File: config.mk
export PLATFORM = sky130hd
export DESIGN_NAME = simon_sequencer
export DESIGN_NICKNAME = d
export VERILOG_FILES = /design/src/rtl/simon_sequencer.sv
export SDC_FILE = /design/constraint.sdc
export NUM_CORES = 1
export LEC_CHECK = 0
export CORE_MARGIN = 8
export CORE_UTILIZATION = 40
export CTS_BUF_LIST = sky130_fd_sc_hd__clkbuf_16
export DETAILED_ROUTE_END_ITERATION = 6
export PLACE_DENSITY = 0.63
export RECOVER_POWER = 50
export SYNTH_ARGS = -nofsm -noshare
export SYNTH_HDL_FRONTEND = slang
export SYNTH_SLANG_ARGS = --single-unit
File: constraint.sdc
create_clock -name clk -period 7.6 [get_ports clk]
set_clock_uncertainty 0.15 [all_clocks]
set_input_delay 2.28 -clock clk [delete_from_list [all_inputs] [get_ports clk]]
set_output_delay 2.28 -clock clk [all_outputs]
set_load 0.005 [all_outputs]
File: src/rtl/simon_sequencer.sv
// Simon colour sequencer: regenerates the colour sequence from a latched seed
// with a Galois LFSR, plays it back as timed flashes, and checks player guesses.
module simon_sequencer #(
  parameter int unsigned ON_CYCLES    = 25000000,
  parameter int unsigned OFF_CYCLES   = 12500000,
  parameter logic [15:0] DEFAULT_SEED = 16'hACE1
) (
  input  logic        clk,
  input  logic        reset,
  input  logic [15:0] seed,
  input  logic        seed_load,
  input  logic [7:0]  len,
  input  logic        play,
  input  logic        check,
  input  logic        abort,
  input  logic        guess_valid,
  input  logic [1:0]  guess_color,
  output logic [1:0]  color,
  output logic        color_en,
  output logic        busy,
  output logic        play_done,
  output logic        guess_ok,
  output logic        guess_bad,
  output logic        round_done
);

  // state        | meaning
  // S_IDLE       | waiting for seed_load / play / check
  // S_PLAY_STEP  | advance LFSR, latch next colour to show
  // S_PLAY_ON    | colour lit for ON_CYCLES
  // S_PLAY_OFF   | dark for OFF_CYCLES, then next colour or done
  // S_CHECK_STEP | advance LFSR, latch expected colour
  // S_CHECK_WAIT | waiting for the player's press

  localparam int unsigned TMAX = (ON_CYCLES > OFF_CYCLES) ? ON_CYCLES : OFF_CYCLES;
  localparam int          TW   = (TMAX < 2) ? 1 : $clog2(TMAX);
  localparam logic [TW-1:0] ON_LAST  = TW'(ON_CYCLES - 1);
  localparam logic [TW-1:0] OFF_LAST = TW'(OFF_CYCLES - 1);

  typedef enum logic [2:0] {
    S_IDLE, S_PLAY_STEP, S_PLAY_ON, S_PLAY_OFF, S_CHECK_STEP, S_CHECK_WAIT
  } state_t;

  state_t        state_q, state_d;
  logic [15:0]   seed_reg_q, seed_reg_d;
  logic [15:0]   lfsr_q, lfsr_d;
  logic [7:0]    idx_q, idx_d;
  logic [7:0]    len_q, len_d;
  logic [TW-1:0] timer_q, timer_d;
  logic [1:0]    cur_q, cur_d;
  logic          color_en_q, busy_q;
  logic          play_done_q, play_done_d;
  logic          guess_ok_q, guess_ok_d;
  logic          guess_bad_q, guess_bad_d;
  logic          round_done_q, round_done_d;
  logic [15:0]   lfsr_step;
  logic          last_elem;

  function automatic logic [15:0] lfsr_next(input logic [15:0] v);
    return {1'b0, v[15:1]} ^ (v[0] ? 16'hB400 : 16'h0000);
  endfunction

  always_comb begin
    state_d      = state_q;
    seed_reg_d   = seed_reg_q;
    lfsr_d       = lfsr_q;
    idx_d        = idx_q;
    len_d        = len_q;
    timer_d      = timer_q;
    cur_d        = cur_q;
    play_done_d  = 1'b0;
    guess_ok_d   = 1'b0;
    guess_bad_d  = 1'b0;
    round_done_d = 1'b0;
    lfsr_step    = lfsr_next(lfsr_q);
    // 9-bit compare so len=255 terminates without idx wrapping
    last_elem    = ({1'b0, idx_q} + 9'd1) == {1'b0, len_q};

    if (abort) begin
      state_d = S_IDLE;
      idx_d   = '0;
      timer_d = '0;
    end else begin
      unique case (state_q)
        S_IDLE: begin
          if (play) begin
            if (len == 8'd0) begin
              play_done_d = 1'b1;
            end else begin
              len_d   = len;
              lfsr_d  = seed_reg_q;
              idx_d   = '0;
              state_d = S_PLAY_STEP;
            end
          end else if (check) begin
            if (len == 8'd0) begin
              round_done_d = 1'b1;
            end else begin
              len_d   = len;
              lfsr_d  = seed_reg_q;
              idx_d   = '0;
              state_d = S_CHECK_STEP;
            end
          end else if (seed_load) begin
            seed_reg_d = (seed == 16'h0000) ? DEFAULT_SEED : seed;
          end
        end
        S_PLAY_STEP: begin
          lfsr_d  = lfsr_step;
          cur_d   = lfsr_step[1:0];
          timer_d = '0;
          state_d = S_PLAY_ON;
        end
        S_PLAY_ON: begin
          if (timer_q == ON_LAST) begin
            timer_d = '0;
            state_d = S_PLAY_OFF;
          end else begin
            timer_d = timer_q + 1'b1;
          end
        end
        S_PLAY_OFF: begin
          if (timer_q == OFF_LAST) begin
            timer_d = '0;
            if (last_elem) begin
              play_done_d = 1'b1;
              state_d     = S_IDLE;
            end else begin
              idx_d   = idx_q + 8'd1;
              state_d = S_PLAY_STEP;
            end
          end else begin
            timer_d = timer_q + 1'b1;
          end
        end
        S_CHECK_STEP: begin
          lfsr_d  = lfsr_step;
          cur_d   = lfsr_step[1:0];
          state_d = S_CHECK_WAIT;
        end
        S_CHECK_WAIT: begin
          if (guess_valid) begin
            if (guess_color == cur_q) begin
              guess_ok_d = 1'b1;
              if (last_elem) begin
                round_done_d = 1'b1;
                state_d      = S_IDLE;
              end else begin
                idx_d   = idx_q + 8'd1;
                state_d = S_CHECK_STEP;
              end
            end else begin
              guess_bad_d = 1'b1;
              state_d     = S_IDLE;
            end
          end
        end
        default: state_d = S_IDLE;
      endcase
    end
  end

  always_ff @(posedge clk) begin
    if (reset) begin
      state_q      <= S_IDLE;
      seed_reg_q   <= DEFAULT_SEED;
      lfsr_q       <= DEFAULT_SEED;
      idx_q        <= '0;
      len_q        <= '0;
      timer_q      <= '0;
      cur_q        <= '0;
      color_en_q   <= 1'b0;
      busy_q       <= 1'b0;
      play_done_q  <= 1'b0;
      guess_ok_q   <= 1'b0;
      guess_bad_q  <= 1'b0;
      round_done_q <= 1'b0;
    end else begin
      state_q      <= state_d;
      seed_reg_q   <= seed_reg_d;
      lfsr_q       <= lfsr_d;
      idx_q        <= idx_d;
      len_q        <= len_d;
      timer_q      <= timer_d;
      cur_q        <= cur_d;
      color_en_q   <= (state_d == S_PLAY_ON);
      busy_q       <= (state_d != S_IDLE);
      play_done_q  <= play_done_d;
      guess_ok_q   <= guess_ok_d;
      guess_bad_q  <= guess_bad_d;
      round_done_q <= round_done_d;
    end
  end

  assign color      = cur_q;
  assign color_en   = color_en_q;
  assign busy       = busy_q;
  assign play_done  = play_done_q;
  assign guess_ok   = guess_ok_q;
  assign guess_bad  = guess_bad_q;
  assign round_done = round_done_q;

endmodule

==> metrics.md, run 1 <==
| Metric | Value |
|---|---|
| Initial Util | 40.5% |
| Post-synth top area cell | dfxtp_1 |
| Synth area leaders | dfxtp_1, nand2_1, nor2_1, mux2i_1, xor2_1 |
| Final worst setup slack | 1900 ps |
| Die ar. | 14500 um2 |
| Slew HR | -22.2% |
| Fin. Hold Viols | 0 |
| CTS sink count | 84 |
| Worst-path clk slew | 60 ps |
| RSZ-0062 raised after global routing | no |
| Starting DRT DRC Count | 360 |
| Post-Place Cells | 670 |
| Cts bufs inserted | 9 |
| Postcts setup bufs | 0 |
| PortBufs | 40 |
| Hold Path Origin | seed_reg_q[2]$_SDFFE_PP0P_ |
| TritonCTS clock tree | built |
| Largest net degree at the start of global routing | 46 |
| Cts hold-fix bufs | 0 |
| Post-synth top cells | dfxtp_1, nand2_1, nor2_1, a21oi_1, a31oi_1 |
| Diode count | 0 |
| Post-synth cell types | 76 |
| # rows | 38 |
| Utilization after layout | 46.8% |
| Pwr Density | 190 nW/um2 |
| Reg2reg path depth | 5 |
| Syn. warnings | 0 |
| Dpl hpwl | 7860 um |
| Required @ worst endpoint | 7640 ps |
| VDD IR-drop max | 83.3 uV |
| Max Clk Rate | 175 MHz |
| Count leader, synth | dfxtp_1 |
| Routed length per placed instance | 15.7 um |
| Placed inst area | 4780 um2 |
| Final nets | 576 |
| Placer congestion estimate | 0.881 |
| Outcome | finished, violations left |
| Mean number of vias per cell | 5.61 |
| Power share of the combinational group | 10.6% |
| Internal Pwr Total | 717 uW |
| P_sw | 239 uW |
| Worst-skew pair later-pin latency | 340 ps |
| Leak pwr | 0.00170 uW |
| Clock share of power | 40.7% |
| Worst Tran Pin Value | 1830 ps |
| Flop pwr share | 48.7% |
| DIE WIDTH | 120 um |
| Syn Inst Count | 514 |
| Non-filler cells, final | 686 |
| H-Tree Depth | 3 |
| First-pass detailed-route iteration total | 4 |
| Hold path endpoint | seed_reg_q[2]$_SDFFE_PP0P_ |
| Syn Std Cell Area | 4350 um2 |
| Endpoints failing setup | 0 |
| Fin Setup TNS | 0 ps |
| RR Startpoint | state_q[0]$_SDFF_PP0_ |
| Setup crit start | reset |
| Die Y | 120 um |
| Vias | 3851 |
| Vias in the first global route | 3680 |
| Reg2reg setup slack | 4710 ps |
| Share of cells above drive strength 1 | 6.78% |
| Setup crit start kind | input pin |
| Place WS | 2820 ps |
| WP data arrival | 5740 ps |
| Asr flop ratio synth | 0% |
| Predominant post-synthesis flop cell | dfxtp_1 |
| First-pass GRT wire length | 18100 um |
| Synth Net Count | 549 |
| FILL cells | 1062 |
| Initial antenna violation count | 1 |
| # DRC | 0 |
| Switching share of power | 25.0% |
| Post-route ant nets | 0 |
| EDFF count, synth | 0 |
| Core ar. | 10700 um2 |
| Worst hold stages | 2 |
| Post-cts sizing count | 0 |
| Root Driver | clkbuf_16 |
| Crit Path Category | input pin to flip-flop |
| Final Max Tran Viols | 46 |
| Post-Syn Area per Cell | 8.47 um2 |
| Seq/Total Area, Yosys | 38.6% |
| Post-synth top area share | 38.6% |
| #FFs+latches synth | 84 |
| Max FO, Critical Path | 45 |
| CP Capture Type | flip-flop |
| Top-level port count | 41 |
| Maxcap violations | 1 |
| GRT Overall Usage | 15.3% |
| Fin area | 5030 um2 |
| Maximum clock path buffer count | 2 |
| Failing checks | max-capacitance violations, max-slew violations |
| Period Utilization, post-route | 75.0% |
| Worst Hold Class | flip-flop to flip-flop |
| Total congestion overflow | 0 |
| Period minus WS final | 5700 ps |
| Area Growth Syn to Fin | 15.6% |
| Reg2reg end | lfsr_q[12]$_SDFFE_PP0P_ |
| Final wirelength | 10800 um |
flip-flops by register name (all words and copies together) (netlist names):
| name | count |
|---|---|
| busy | 1 |
| play_done | 1 |
| timer_q | 25 |
| seed_reg_q | 16 |
| color | 2 |
| round_done | 1 |
| len_q | 8 |
| guess_bad | 1 |
| guess_ok | 1 |
| lfsr_q | 16 |
| idx_q | 8 |
| color_en | 1 |
| state_q | 3 |
cell families (layout without fill, tap and decap cells):
kind of cell | count (synthesis) | after routing | share of synthesized area, %
simple gates | 235 | 235 | 28.5
compound gates | 114 | 114 | 18.5
flops | 84 | 84 | 38.6
buf+inv | 36 | 68 | 4.74
xor+xnor | 28 | 28 | 5.64
mux | 15 | 15 | 3.45
fa+ha+maj | 2 | 2 | 0.575
how the worst max path moves through the flow:
stage | end | slack [ps] | cells after the start
finish | timer_q[15]$_SDFFE_PP0P_ | 1900 | 6
global route | timer_q[2]$_SDFFE_PP0P_ | 1530 | 6
CTS | lfsr_q[15]$_SDFFE_PP1P_ | 3170 | 7
detailed placement | lfsr_q[15]$_SDFFE_PP1P_ | 2820 | 7
global placement | busy$_SDFF_PP0_ | 2900 | 7
floorplan | lfsr_q[15]$_SDFFE_PP1P_ | 3510 | 7
cell type report:
type                       count  area [um2]  area share [%]
sequential                    84        1680            33.4
clock inverter                 7        36.3           0.721
timing repair buffer          44         427            8.48
inverter                       8        30.0           0.597
tap                          140         175            3.48
clock buffer                   9         225            4.48
multi-input combinational    394        2450            48.8
layer usage:
layer  GRT usage (%)  up-vias  wire, um
li1                -     1929         -
met1            19.9     1808      5140
met2            23.3      102      4890
met3            3.87       10       629
met4            7.10        2       112
met5               0        -        12
critical path, stage by stage:
cell and delay [ps]:
dlygate4sd3_1 520, clkbuf_1 1310, nor2_1 600, buf_4 390, o21ai_1 500, nor3_1 130
power by group through the flow:
stage | Combinational, uW | Sequential (uW) | Clock (uW)
2_1_floorplan | 73.4 | 470 | 0
3_3_place_gp | 102 | 475 | 0
3_5_place_dp | 103 | 476 | 0
4_1_cts | 103 | 466 | 396
5_1_grt | 112 | 467 | 420
6_report | 102 | 466 | 389
cell usage in the layout (no fill, tap or decap), types with 6 or more instances in the layout:
cell type	count
o21ai_0	6
inv_1	10
nor2_1	64
nand2b_1	9
o22ai_1	10
dlygate4sd3_1	10
nand4_1	16
nand3_1	11
a211o_1	9
nor3_1	7
xor2_1	16
a21oi_1	27
a311oi_1	7
clkbuf_16	9
a31oi_1	17
clkdlybuf4s50_1	30
nand2_1	71
dfxtp_1	84
xnor2_1	12
mux2i_1	15
nor4_1	9
stage by stage:
stage               hold WS [ps]  total power [uW]
detailed placement           298               578
global placement             296               577
floorplan                    282               543
global route                 325              1000
CTS                          307               965
finish                       311               957
(Power assumes the default switching activity.)
==> run 2, diff against run 1 <==
Clock period 7.6 ns to 5.6 ns, I/O delays scaled along.
==> run 2 against run 1 <==
Compared with the run above: the run still ends with max-capacitance violations, max-slew violations left; sequential share of layout area decreased by 0.14 points; count of clock-buffer cells in the layout unchanged; wire length decreased by 0.85%; first-iteration DRC count decreased by 36%.
==> metrics.md, run 2 (same netlist as run 1, synthesis figures left out) <==
| Metric | Value |
|---|---|
| Max FO, Critical Path | 15 (-67%) |
| Period Utilization, post-route | 75.7% |
| Most frequent cells in the layout | dfxtp_1, nand2_1, nor2_1 |
| Fin. Hold Viols | 0 (unchanged) |
| Mean number of vias per cell | 5.58 (-0.66%) |
| First-pass detailed-route iteration total | 5 (+1) |
| Switching share of power | 23.0% (-2.0 points) |
| Fin Setup TNS | 0 ps (unchanged) |
| Failing checks | max-capacitance violations, max-slew violations |
| Final nets | 576 (unchanged) |
| Worst-path clk slew | 60 ps (about the same) |
| Placer congestion estimate | 0.874 (-0.77%) |
| Outcome | finished, violations left |
| VDD IR-drop max | 168 uV (+100%) |
| Starting DRT DRC Count | 231 (-36%) |
| PortBufs | 40 (unchanged) |
| Critical Path Max Stage Delay | 1240 ps (-70 ps) |
| Routed length per placed instance | 15.6 um (-0.71%) |
| Die ar. | 14500 um2 (unchanged) |
| Required @ worst endpoint | 5710 ps (-1930 ps) |
| P_sw | 317 uW (+32%) |
| GRT Overall Usage | 14.9% (-0.37 points) |
| Non-filler cells, final | 685 (-0.15%) |
| Die Y | 120 um (unchanged) |
| CP Capture Type | flip-flop |
| Cts bufs inserted | 9 (unchanged) |
| TritonCTS clock tree | built |
| Period minus WS final | 4240 ps |
| Crit Path Category | input pin to flip-flop |
| Leak pwr | 0.00171 uW (+0.78%) |
| Post-Place Cells | 670 (unchanged) |
| Most common cell after layout, fill and taps aside | dfxtp_1 |
| Internal Pwr Total | 1060 uW (+48%) |
| DIE WIDTH | 120 um (unchanged) |
| Flop pwr share | 45.8% (-2.9 points) |
| Dpl hpwl | 7810 um (-0.64%) |
| Endpoints failing setup | 0 (unchanged) |
| Vias in the first global route | 3714 (+0.92%) |
| Max reg flops | 25 (unchanged) |
| Final Max Tran Viols | 16 (-65%) |
| Largest net degree at the start of global routing | 46 (unchanged) |
| RSZ-0062 raised after global routing | no |
| Max Clk Rate | 236 MHz |
| Fin area | 5050 um2 (+0.42%) |
| H-Tree Depth | 3 (unchanged) |
| Placed inst area | 4780 um2 (unchanged) |
| Initial Util | 40.5% (unchanged) |
| Crit-path slowest cell | a211oi_1 |
| Post-route ant nets | 0 (unchanged) |
| Critical path cell sequence | dlygate4sd3_1 > or4_1 > o21bai_1 > a211oi_1 > o211ai_1 > a21oi_1 |
| Slew HR | -5.50% (+17 points) |
| WP data arrival | 4350 ps (-1390 ps) |
| Top reg by flops | timer_q |
| Setup crit start kind | input pin |
| Maximum clock path buffer count | 2 (unchanged) |
| Diode count | 0 (unchanged) |
| Clock share of power | 44.3% (+3.6 points) |
| Pwr Density | 273 nW/um2 (+44%) |
| # DRC | 0 (unchanged) |
| Maxcap violations | 1 (unchanged) |
| Root Driver | clkbuf_16 |
| Top-level port count | 41 (unchanged) |
| Worst Hold Class | flip-flop to flip-flop |
| Cts hold-fix bufs | 0 (unchanged) |
| Power share of the combinational group | 9.8% (-0.8 points) |
| CTS sink count | 84 (unchanged) |
| Worst-skew pair later-pin latency | 340 ps (about the same) |
| # rows | 38 (unchanged) |
| Share of cells above drive strength 1 | 6.24% (-0.54 points) |
| Final wirelength | 10700 um (-0.85%) |
| Initial antenna violation count | 0 (-1) |
| Worst Tran Pin Value | 1570 ps (-260 ps) |
| Postcts setup bufs | 0 (unchanged) |
| Vias | 3820 (-0.80%) |
| Core ar. | 10700 um2 (unchanged) |
| Total congestion overflow | 0 (unchanged) |
| Post-cts sizing count | 0 (unchanged) |
| Area Growth Syn to Fin | 16.1% |
| First-pass GRT wire length | 17800 um (-1.9%) |
| Largest registers | timer_q: 25 flops, lfsr_q: 16 flops, seed_reg_q: 16 flops |
-- run 2: path summary, 6_finish.rpt --
check	slack (ps)	from	cells past startpoint	end
setup / recovery	1360	len[5]	6	lfsr_q[12]$_SDFFE_PP0P_
hold / removal	310	seed_reg_q[2]$_SDFFE_PP0P_	2	seed_reg_q[2]$_SDFFE_PP0P_
setup reg to reg	2150	state_q[0]$_SDFF_PP0_	5	lfsr_q[12]$_SDFFE_PP0P_
hold reg to reg	310	seed_reg_q[2]$_SDFFE_PP0P_	2	seed_reg_q[2]$_SDFFE_PP0P_
-- run 2: power by group through the flow --
stage | Clock [uW] | Sequential [uW] | Combinational [uW]
5_1_grt | 652 | 634 | 149
3_3_place_gp | 0 | 645 | 137
3_5_place_dp | 0 | 645 | 139
4_1_cts | 625 | 632 | 140
6_report | 612 | 632 | 135
2_1_floorplan | 0 | 638 | 99.6
-- run 2: final cells by class --
cell class | count | area (um2)
Clock buffer | 9 | 225
Clock inverter | 6 | 80.1
Fill cell | 1060 | 5690
Inverter | 8 | 30.0
Multi-Input combinational cell | 394 | 2430
Sequential cell | 84 | 1680
Tap cell | 140 | 175
Timing Repair Buffer | 44 | 430
-- run 2: critical path, delay by kind of cell --
| kind | cells | cell delay [ps] |
|---|---|---|
| AO/OA/AOI/OAI | 4 | 1940 |
| buffers and inverters | 1 | 550 |
| AND/OR/NAND/NOR | 1 | 170 |
-- run 2: metal layers --
metal  vias up  GRT usage [%]  share of wire, %
li1       1922              -                 -
met1      1781           19.1                48
met2       103           23.3                45
met3        14           3.82               5.0
met4         0           6.40               1.5
met5         -              0                 0
-- run 2: metrics by stage --
stage	total power (uW)	utilization, %	hold slack (ps)	setup slack [ps]
floorplan	738	-	282	2110
global placement	782	44.5	295	1480
detailed placement	784	44.5	299	1390
global route	1440	47.0	335	1140
CTS	1400	47.3	308	1750
finish	1380	47.0	307	1360
==> run 3, diff against run 2 <==
Settings changed: PLACE_DENSITY 0.63 to 0.65.
Clock period 5.6 ns to 3.4 ns, I/O delays scaled along.
==> run 3 against run 2 <==
Compared with the run above: the flow now finishes without violations; largest power group unchanged; critical path type unchanged; sequential cell count did not move; sequential power rose by 65%; global-route usage rose by 0.26 points; worst hold slack improved by 5.5 ps; final area rose by 1.3%; non-clock buffer count rose by 5; wire length barely moved; setup slack got worse by 1000 ps.
==> metrics.md, run 3 (same netlist as run 1, synthesis figures left out) <==
| Metric | Value |
|---|---|
| CTS sink count | 84 (unchanged) |
| Core ar. | 10700 um2 (unchanged) |
| Area Growth Syn to Fin | 17.5% |
| Switching share of power | 23.7% (+0.69 points) |
| Vias | 3892 (+1.9%) |
| Routed length per placed instance | 15.5 um (-0.89%) |
| Top reg by flops | timer_q |
| VDD IR-drop max | 224 uV (+34%) |
| Clock share of power | 45.0% (+0.7 points) |
| Post-Place Cells | 675 (+0.75%) |
| Leak pwr | 0.00173 uW (+1.1%) |
| Initial Util | 40.5% (unchanged) |
| Fin. Hold Viols | 0 (unchanged) |
| Max reg flops | 25 (unchanged) |
| Setup crit start kind | input pin |
| # DRC | 0 (unchanged) |
| Reg2reg setup slack | 540 ps (-1610 ps) |
| Vias in the first global route | 3869 (+4.2%) |
| FF+latch area | 1680 um2 (unchanged) |
| Worst Tran Pin Value | 858 ps (-715 ps) |
| Cts hold-fix bufs | 0 (unchanged) |
| Utilization after layout | 47.6% (+0.59 points) |
| Worst hold stages | 1 (-1) |
| Maximum clock path buffer count | 2 (unchanged) |
| Share of cells above drive strength 1 | 7.26% (+1.0 points) |
| Fin Setup TNS | 0 ps (unchanged) |
| Most frequent cells in the layout | dfxtp_1, nand2_1, nor2_1 |
| DIE WIDTH | 120 um (unchanged) |
| Worst Hold Class | flip-flop to flip-flop |
| First-pass detailed-route iteration total | 4 (-1) |
| Worst-skew pair later-pin latency | 330 ps (about the same) |
| Maxcap violations | 0 (-1) |
| Mean number of vias per cell | 5.63 (+1.0%) |
| FILL cells | 1106 (+4.3%) |
| Flop pwr share | 45.0% (-0.8 points) |
| First-pass GRT wire length | 18400 um (+3.6%) |
| Dpl hpwl | 7810 um (about the same) |
| Reg2reg end | timer_q[24]$_SDFFE_PP0P_ |
| Slew HR | 42.5% (+48 points) |
| Largest registers | timer_q: 25 flops, lfsr_q: 16 flops, seed_reg_q: 16 flops |
| Hold Path Origin | lfsr_q[7]$_SDFFE_PP1P_ |
| Period Utilization, post-route | 89.6% |
| Top-level port count | 41 (unchanged) |
| Non-filler cells, final | 691 (+0.88%) |
| Max FO, Critical Path | 16 (+1) |
| Final Max Tran Viols | 0 (-16) |
| Final nets | 581 (+0.87%) |
| Power share of the combinational group | 10.0% (+0.2 points) |
| Endpoints failing setup | 0 (unchanged) |
| Worst-path clk slew | 60 ps (about the same) |
| PortBufs | 40 (unchanged) |
| Post-route ant nets | 0 (unchanged) |
| Required @ worst endpoint | 3510 ps (-2200 ps) |
| Pwr Total | 2310 uW (+68%) |
| Most common cell after layout, fill and taps aside | dfxtp_1 |
| Diode count | 0 (unchanged) |
| # rows | 38 (unchanged) |
| Area of the multi-input gates | 2450 um2 (+0.88%) |
| Crit Path Category | input pin to flip-flop |
| Largest net degree at the start of global routing | 44 (-4.3%) |
| CP Capture Type | flip-flop |
| Total congestion overflow | 0 (unchanged) |
| Placer congestion estimate | 0.867 (-0.88%) |
| Die ar. | 14500 um2 (unchanged) |
| P_sw | 547 uW (+73%) |
| Starting DRT DRC Count | 286 (+24%) |
| GRT Overall Usage | 15.2% (+0.26 points) |
| TritonCTS clock tree | built |
| Cts bufs inserted | 9 (unchanged) |
| Pwr Density | 452 nW/um2 (+66%) |
| Reg2reg path depth | 6 (+1) |
| H-Tree Depth | 3 (unchanged) |
| Initial antenna violation count | 0 (unchanged) |
| Postcts setup bufs | 0 (unchanged) |
| RSZ-0062 raised after global routing | no |
| WP data arrival | 3160 ps (-1190 ps) |
| Internal Pwr Total | 1770 uW (+66%) |
| Hold path endpoint | lfsr_q[7]$_SDFFE_PP1P_ |
| Post-cts sizing count | 0 (unchanged) |
| Final wirelength | 10700 um (about the same) |
| Root Driver | clkbuf_16 |
| Die Y | 120 um (unchanged) |
| Max Clk Rate | 328 MHz |
| Outcome | completed |
| Period minus WS final | 3050 ps |
| RR Startpoint | state_q[1]$_SDFF_PP0_ |
run 3: how the worst max path moves through the flow:
stage                                      end        start  depth (start not counted)  slack [ps]
floorplan              lfsr_q[15]$_SDFFE_PP1P_       len[4]                          7         570
global placement       lfsr_q[13]$_SDFFE_PP1P_       len[4]                          8         150
detailed placement     lfsr_q[13]$_SDFFE_PP1P_       len[5]                          8         130
CTS                      idx_q[2]$_SDFFE_PP0P_  guess_valid                          7         470
global route        seed_reg_q[1]$_SDFFE_PP0P_         play                          6         200
finish              seed_reg_q[1]$_SDFFE_PP0P_         play                          6         350
run 3: per-stage QoR:
step	hold slack [ps]	setup slack [ps]	instance area, um2
6_report	313	355	5110
5_1_grt	338	197	5110
4_1_cts	311	466	5150
3_5_place_dp	301	133	4830
3_3_place_gp	292	149	4830
2_1_floorplan	282	566	4350
run 3: layout make-up:
cell class	count	share of cell area, %
multi-input combinational	394	47.9
sequential	84	32.9
clock buffer	9	4.40
timing repair buffer	49	9.03
clock inverter	7	1.79
tap	140	3.42
inverter	8	0.587
run 3: power by group through the flow:
stage	Clock [uW]	Sequential [uW]	Combinational [uW]
2_1_floorplan	0	1050	164
3_3_place_gp	0	1060	233
3_5_place_dp	0	1060	237
4_1_cts	1060	1040	238
5_1_grt	1110	1040	255
6_report	1040	1040	232
run 3: worst max-delay path, stage by stage:
cell and delay (ps):
clkdlybuf4s50_1 490, nor3_1 550, and3b_1 310, clkbuf_1 500, nand2_1 130, a21oi_1 140
run 3: layer usage:
layer / track usage [%] / up-vias / part of all wire [%]
li1: - / 1939 / -
met1: 19.0 / 1844 / 47
met2: 24.9 / 97 / 47
met3: 4.06 / 12 / 5.2
met4: 4.76 / 0 / 1.1
met5: 0 / - / 0
